<file path="src/rtl/mem_port_arbiter.sv">
// mem_port_arbiter: shares one single-ported, variable-latency memory between
// the instruction-fetch port and the data port of a 5-stage pipeline.
// Data accesses win ties; a starvation counter forces a fetch after a bounded
// run of data grants while a fetch is waiting.
//
// Handshake: a port raises req (with stable address/controls) and holds it
// until its one-cycle ready pulse; rdata is valid while ready is high. On the
// backend, mem_req and its address/controls stay constant until the one-cycle
// mem_ack, which also qualifies mem_rdata. mem_ack outside ISSUE is ignored.
module mem_port_arbiter #(
    parameter int ADDR_WIDTH   = 32,
    parameter int DATA_WIDTH   = 32,
    parameter int STARVE_LIMIT = 4
) (
    input  logic                  clk,
    input  logic                  rst,
    input  logic                  i_req,
    input  logic [ADDR_WIDTH-1:0] i_addr,
    output logic [DATA_WIDTH-1:0] i_rdata,
    output logic                  i_ready,
    output logic                  i_stall,
    input  logic                  d_req,
    input  logic                  d_we,
    input  logic [ADDR_WIDTH-1:0] d_addr,
    input  logic [DATA_WIDTH-1:0] d_wdata,
    output logic [DATA_WIDTH-1:0] d_rdata,
    output logic                  d_ready,
    output logic                  d_stall,
    output logic                  mem_req,
    output logic                  mem_we,
    output logic [ADDR_WIDTH-1:0] mem_addr,
    output logic [DATA_WIDTH-1:0] mem_wdata,
    input  logic [DATA_WIDTH-1:0] mem_rdata,
    input  logic                  mem_ack,
    output logic                  grant_d
);

    typedef enum logic [1:0] {
        IDLE  = 2'd0,
        ISSUE = 2'd1,
        DONE  = 2'd2
    } state_t;

    localparam logic [3:0] LIMIT = 4'(STARVE_LIMIT);

    state_t     state;
    state_t     state_n;
    logic [3:0] starve_cnt;
    logic [3:0] starve_cnt_n;
    logic       take_d;
    logic       take_i;

    // Stall is the only combinational output: a pending request not yet served.
    assign i_stall = i_req & ~i_ready;
    assign d_stall = d_req & ~d_ready;

    // Next state, grant decision (only in IDLE) and starvation counter update.
    always_comb begin
        state_n      = state;
        take_d       = 1'b0;
        take_i       = 1'b0;
        starve_cnt_n = starve_cnt;
        case (state)
            IDLE: begin
                // Data wins unless a waiting fetch has already seen LIMIT data grants.
                if (d_req && !(i_req && (starve_cnt == LIMIT))) begin
                    take_d  = 1'b1;
                    state_n = ISSUE;
                    if (i_req) begin
                        starve_cnt_n = (starve_cnt == LIMIT) ? LIMIT : starve_cnt + 4'd1;
                    end else begin
                        starve_cnt_n = 4'd0;
                    end
                end else if (i_req) begin
                    take_i       = 1'b1;
                    state_n      = ISSUE;
                    starve_cnt_n = 4'd0;
                end
            end
            ISSUE: begin
                if (mem_ack) begin
                    state_n = DONE;
                end
            end
            DONE: begin
                // Requests are deliberately not sampled here; ready is high this cycle.
                state_n = IDLE;
            end
            default: begin
                state_n = IDLE;
            end
        endcase
    end

    // State register and starvation counter.
    always_ff @(posedge clk) begin
        if (rst) begin
            state      <= IDLE;
            starve_cnt <= 4'd0;
        end else begin
            state      <= state_n;
            starve_cnt <= starve_cnt_n;
        end
    end

    // Registered backend request, grant owner, ready pulses and read-data capture.
    always_ff @(posedge clk) begin
        if (rst) begin
            mem_req   <= 1'b0;
            mem_we    <= 1'b0;
            mem_addr  <= '0;
            mem_wdata <= '0;
            grant_d   <= 1'b0;
            i_ready   <= 1'b0;
            d_ready   <= 1'b0;
            i_rdata   <= '0;
            d_rdata   <= '0;
        end else begin
            i_ready <= 1'b0;
            d_ready <= 1'b0;
            case (state)
                IDLE: begin
                    if (take_d) begin
                        mem_req   <= 1'b1;
                        mem_we    <= d_we;
                        mem_addr  <= d_addr;
                        mem_wdata <= d_wdata;
                        grant_d   <= 1'b1;
                    end else if (take_i) begin
                        mem_req   <= 1'b1;
                        mem_we    <= 1'b0;
                        mem_addr  <= i_addr;
                        mem_wdata <= '0;
                        grant_d   <= 1'b0;
                    end
                end
                ISSUE: begin
                    if (mem_ack) begin
                        mem_req <= 1'b0;
                        if (grant_d) begin
                            d_ready <= 1'b1;
                            // A store leaves the last load value in place.
                            if (!mem_we) begin
                                d_rdata <= mem_rdata;
                            end
                        end else begin
                            i_ready <= 1'b1;
                            i_rdata <= mem_rdata;
                        end
                    end
                end
                default: begin
                end
            endcase
        end
    end

endmodule
</file>
<file path="config.mk">
export PLATFORM = sky130hd
export DESIGN_NAME = mem_port_arbiter
export DESIGN_NICKNAME = d
export VERILOG_FILES = /design/src/rtl/mem_port_arbiter.sv
export SDC_FILE = /design/constraint.sdc
export NUM_CORES = 1
export LEC_CHECK = 0
export ABC_AREA = 1
export ABC_CLOCK_PERIOD_IN_PS = 4200
export BUFFER_PORTS_ARGS = -buffer_cell sky130_fd_sc_hd__buf_2
export CAP_MARGIN = 20
export CELL_PAD_IN_SITES_DETAIL_PLACEMENT = 2
export CELL_PAD_IN_SITES_GLOBAL_PLACEMENT = 2
export CORE_MARGIN = 3
export CORE_UTILIZATION = 25
export DETAILED_ROUTE_END_ITERATION = 8
export HOLD_SLACK_MARGIN = 0.12
export PLACE_DENSITY = 0.87
export SLEW_MARGIN = 25
export SYNTH_ARGS = -nofsm -noshare
export SYNTH_HDL_FRONTEND = slang
export SYNTH_SLANG_ARGS = --single-unit
</file>
<file path="constraint.sdc">
create_clock -name clk -period 4.2 [get_ports clk]
set_input_delay 1.26 -clock clk [delete_from_list [all_inputs] [get_ports clk]]
set_output_delay 1.26 -clock clk [all_outputs]
set_load 0.02 [all_outputs]
</file>
After elaboration in Yosys (flattened, before gate mapping)
Cells that the tools add are included.

$add $sub $neg: 1. Equal/unequal tests: 5. Multiplexer cells: 26. Bitwise operators: 8. Reductions and logical operators: 14.

Operators by type and width (number): 2-to-1 mux 32 bit (4); 2-to-1 mux 4 bit (4); 2-to-1 mux 1 bit (13); 2-to-1 mux 2 bit (3); inequality test 3 bit (second input constant) (2); inverter 1 bit (6); AND reduction 2 bit (3); AND reduction 3 bit (2); nonzero test 2 bit (3); adder 4 x 1 -> 4 bit (second input constant) (1); == test 4 x 3 -> 1 bit (second input constant) (1); case mux 2 bit (2 select lines) (1); AND reduction 4 bit (1); OR reduction 3 bit (1); AND 1 bit (2); == test 2 x 1 -> 1 bit (second input constant) (1); logical AND 1 bit (2); logical NOT 2 bit (1); inequality test 2 bit (second input constant) (1); case mux 1 bit (2 select lines) (1); logical NOT 1 bit (1).

Register bits: 139. Input port bits: 134. Output and inout port bits: 135. Word-level logic and storage cells: 65.

Logic depth before layout (Yosys ltp)
Word-level depth: 9. Gate-level depth with buffers: 9. Mapped depth without buffers: 8.

Worst setup path before layout
OpenSTA, ideal clock, no wires.

Kind: input -> output. Start point: input i_req. End point: output i_stall. Arrival time: 1.611 ns. Path slack: 1.329 ns. Stages on the path: 2. Buffers on the path: 0. Path through: inv_1 nor2_1.

Cells in the longest elaborated chain, start to end: 1.

Ends and longest elaborated chain: from (decl) (line 17) `input logic i_req,`; AND 1 bit (line 54) `assign i_stall = i_req & ~i_ready;`; to (decl) (line 21) `output logic i_stall,`.

No other way between the ends.

Worst setup path after layout
Ends and elaborated chain as after synthesis.

==> qor.txt <==
Reg clk slew, reported paths -> 0.07 ns
Hold depth -> 2
Synth Area per Inst -> 7.22 µm²
Data arrival time of the critical path -> 1.78 ns
Die X-Extent -> 155 µm
Wire per inst -> 16.6 µm
Fmax -> 329 MHz
Syn Inst Count -> 770
Cts bufs inserted -> 17
# rows -> 53
Largest net degree at the start of global routing -> 67
Max-slew violation count -> 0
Vias in the first global route -> 6370
# IOs -> 269
Reg2reg path depth -> 7
Die ar. -> 0.0241 mm²
Port Buf Inserts -> 268
Unrepaired setup endpoints after global routing -> false
Rel. slew slack -> 54.5%
Most common cell after layout, fill and taps aside -> buf_2
Hold Slack -> 0.464 ns
Worst Skew -> 0.0112 ns
Core ar. -> 0.0214 mm²
Gates resized, CTS repair -> 0
Antenna Nets Post-Route -> 0
Clk root buf -> clkbuf_16
Leakage -> 3.97 nW
Drt initial violations -> 229
Worst-skew pair later-pin latency -> 0.42 ns
VDD IR max -> 229 µV
GRT Util Overall -> 17.5%
Hold buffer count at CTS -> 0
Setup bufs post-CTS -> 0
Setup TNS -> 0 ns
RD Place Congestion -> 0.776
Share of post-route cells with drive strength above 1 -> 31.3%
Seq/Total Area, Yosys -> 50.1%
Final setup viols -> 0
Count of cell types in the netlist -> 22
Tcrit/Tclk final -> 72.3%
Final #Nets -> 1149
Number of remaining DRC errors -> 0
Hold Crit Class -> reg -> reg
Tightest Pin Transition -> 0.682 ns
Max Cap Viol -> 0
Initial antenna violation count -> 4
Outcome -> completed
Fin. Hold Viols -> 0
Crit path capture type -> output port
Via count -> 5982
WP data required -> 2.94 ns
Syn nets -> 906
First-pass GRT wire length -> 33900 µm
P per Cell Area -> 481 mW/mm²
Critical path startpoint category -> input pin
Initial Utilization -> 25.9%
H-tree depth -> 4
Commonest non-fill, non-tap cells in the layout -> buf_2 (268), nor2_1 (201), nand2_1 (143)
Synthesis-stage register bit count -> 139
Clk buf depth -> 2
Post-Synthesis Cell Area -> 0.00556 mm²
Routed length on met3 -> 1940 µm
Met2 wire len -> 10700 µm
WL final -> 21600 µm
CTS Sinks -> 139
Die Y -> 155 µm
HPWL after detailed placement -> 15400 µm
CP max FO -> 3
Area growth syn-to-layout -> 37.2%
Yosys Warn Count -> 0
CP Class -> in -> out
GRT Residual Overflow -> 0
Met1 WL -> 8700 µm
Top Metal Used -> met5
Tmin final -> 3.04 ns
Number of vias per cell -> 4.59
First-pass DRT Iterations -> 4
CTS tree -> built
## layer usage
metal,vias up,GRT usage (%)
met5,-,0
met4,4,4.42
met3,20,7.34
met2,180,30.5
met1,2875,19.8
li1,2903,-
## sequential cells by signal, indices dropped and copies added (netlist names)
name / cells
d_rdata: 32
i_rdata: 32
mem_addr: 32
mem_wdata: 32
starve_cnt: 4
state: 2
d_ready: 1
grant_d: 1
i_ready: 1
mem_req: 1
mem_we: 1
## path summary, 6_finish.rpt
kind                                    start             to  slack, ns
worst min register to register  mem_wdata[11]  mem_wdata[11]       0.46
worst max-delay path                    i_req        i_stall       1.16
worst min-delay path            mem_wdata[11]  mem_wdata[11]       0.46
worst max register to register       state[1]   mem_wdata[6]       1.90
## logic make-up (layout without fill, tap and decap cells)
group,after synthesis,in the layout,synth area share [%]
AO/OA/AOI/OAI,106,106,9.75
adder cells (fa/ha/maj),2,2,0.450
buffers and inverters,100,356,8.74
flip-flops,139,139,50.1
other,0,2,0
AND/OR/NAND/NOR,423,423,31.0
## metrics by stage
step                area [µm²]  cells  power, W  worst slack, ns  utilization (%)
global route              7620   1303   0.00387             1.12             35.6
detailed placement        6990   1269   0.00210            0.917             32.6
floorplan                 5560    770   0.00187             1.33                -
finish                    7620   1303   0.00367             1.16             35.6
global placement          6990   1269   0.00208             1.04             32.6
CTS                       7620   1301   0.00373             1.14             35.6
## where the power goes
| part | switching, W | total [W] | internal (W) |
|---|---|---|---|
| clock | 0.000691 | 0.00161 | 0.000915 |
| sequential | 0.0000462 | 0.00146 | 0.00141 |
| combinational | 0.000405 | 0.000604 | 0.000199 |
## synth_stat cells (all sizes together)
| cell | count | share of area (%) |
|---|---|---|
| inv | 49 | 3.3 |
| nand3 | 70 | 6.3 |
| a21oi | 40 | 3.8 |
| nand4 | 2 | 0.34 |
| clkbuf | 18 | 1.2 |
| o21ai | 66 | 5.9 |
| nand2 | 145 | 10 |
| dfxtp | 139 | 50 |
| buf | 33 | 4.2 |
| nor3 | 1 | 0.090 |
| ha | 2 | 0.45 |
| nor2 | 205 | 14 |
## layout make-up
type | instances | area, µm²
antenna | 2 | 5.00
clock buffer | 17 | 425
clock inverter | 15 | 200
fill | 2595 | 13800
inverter | 49 | 184
multi-input combinational | 531 | 2290
sequential | 139 | 2780
tap | 275 | 344
timing repair buffer | 275 | 1390
## worst max-delay path: stages
cell,delay [ns]
buf_2,0.12
inv_1,0.18
nor2_1,0.06
buf_2,0.16
(Power assumes the default switching activity.)
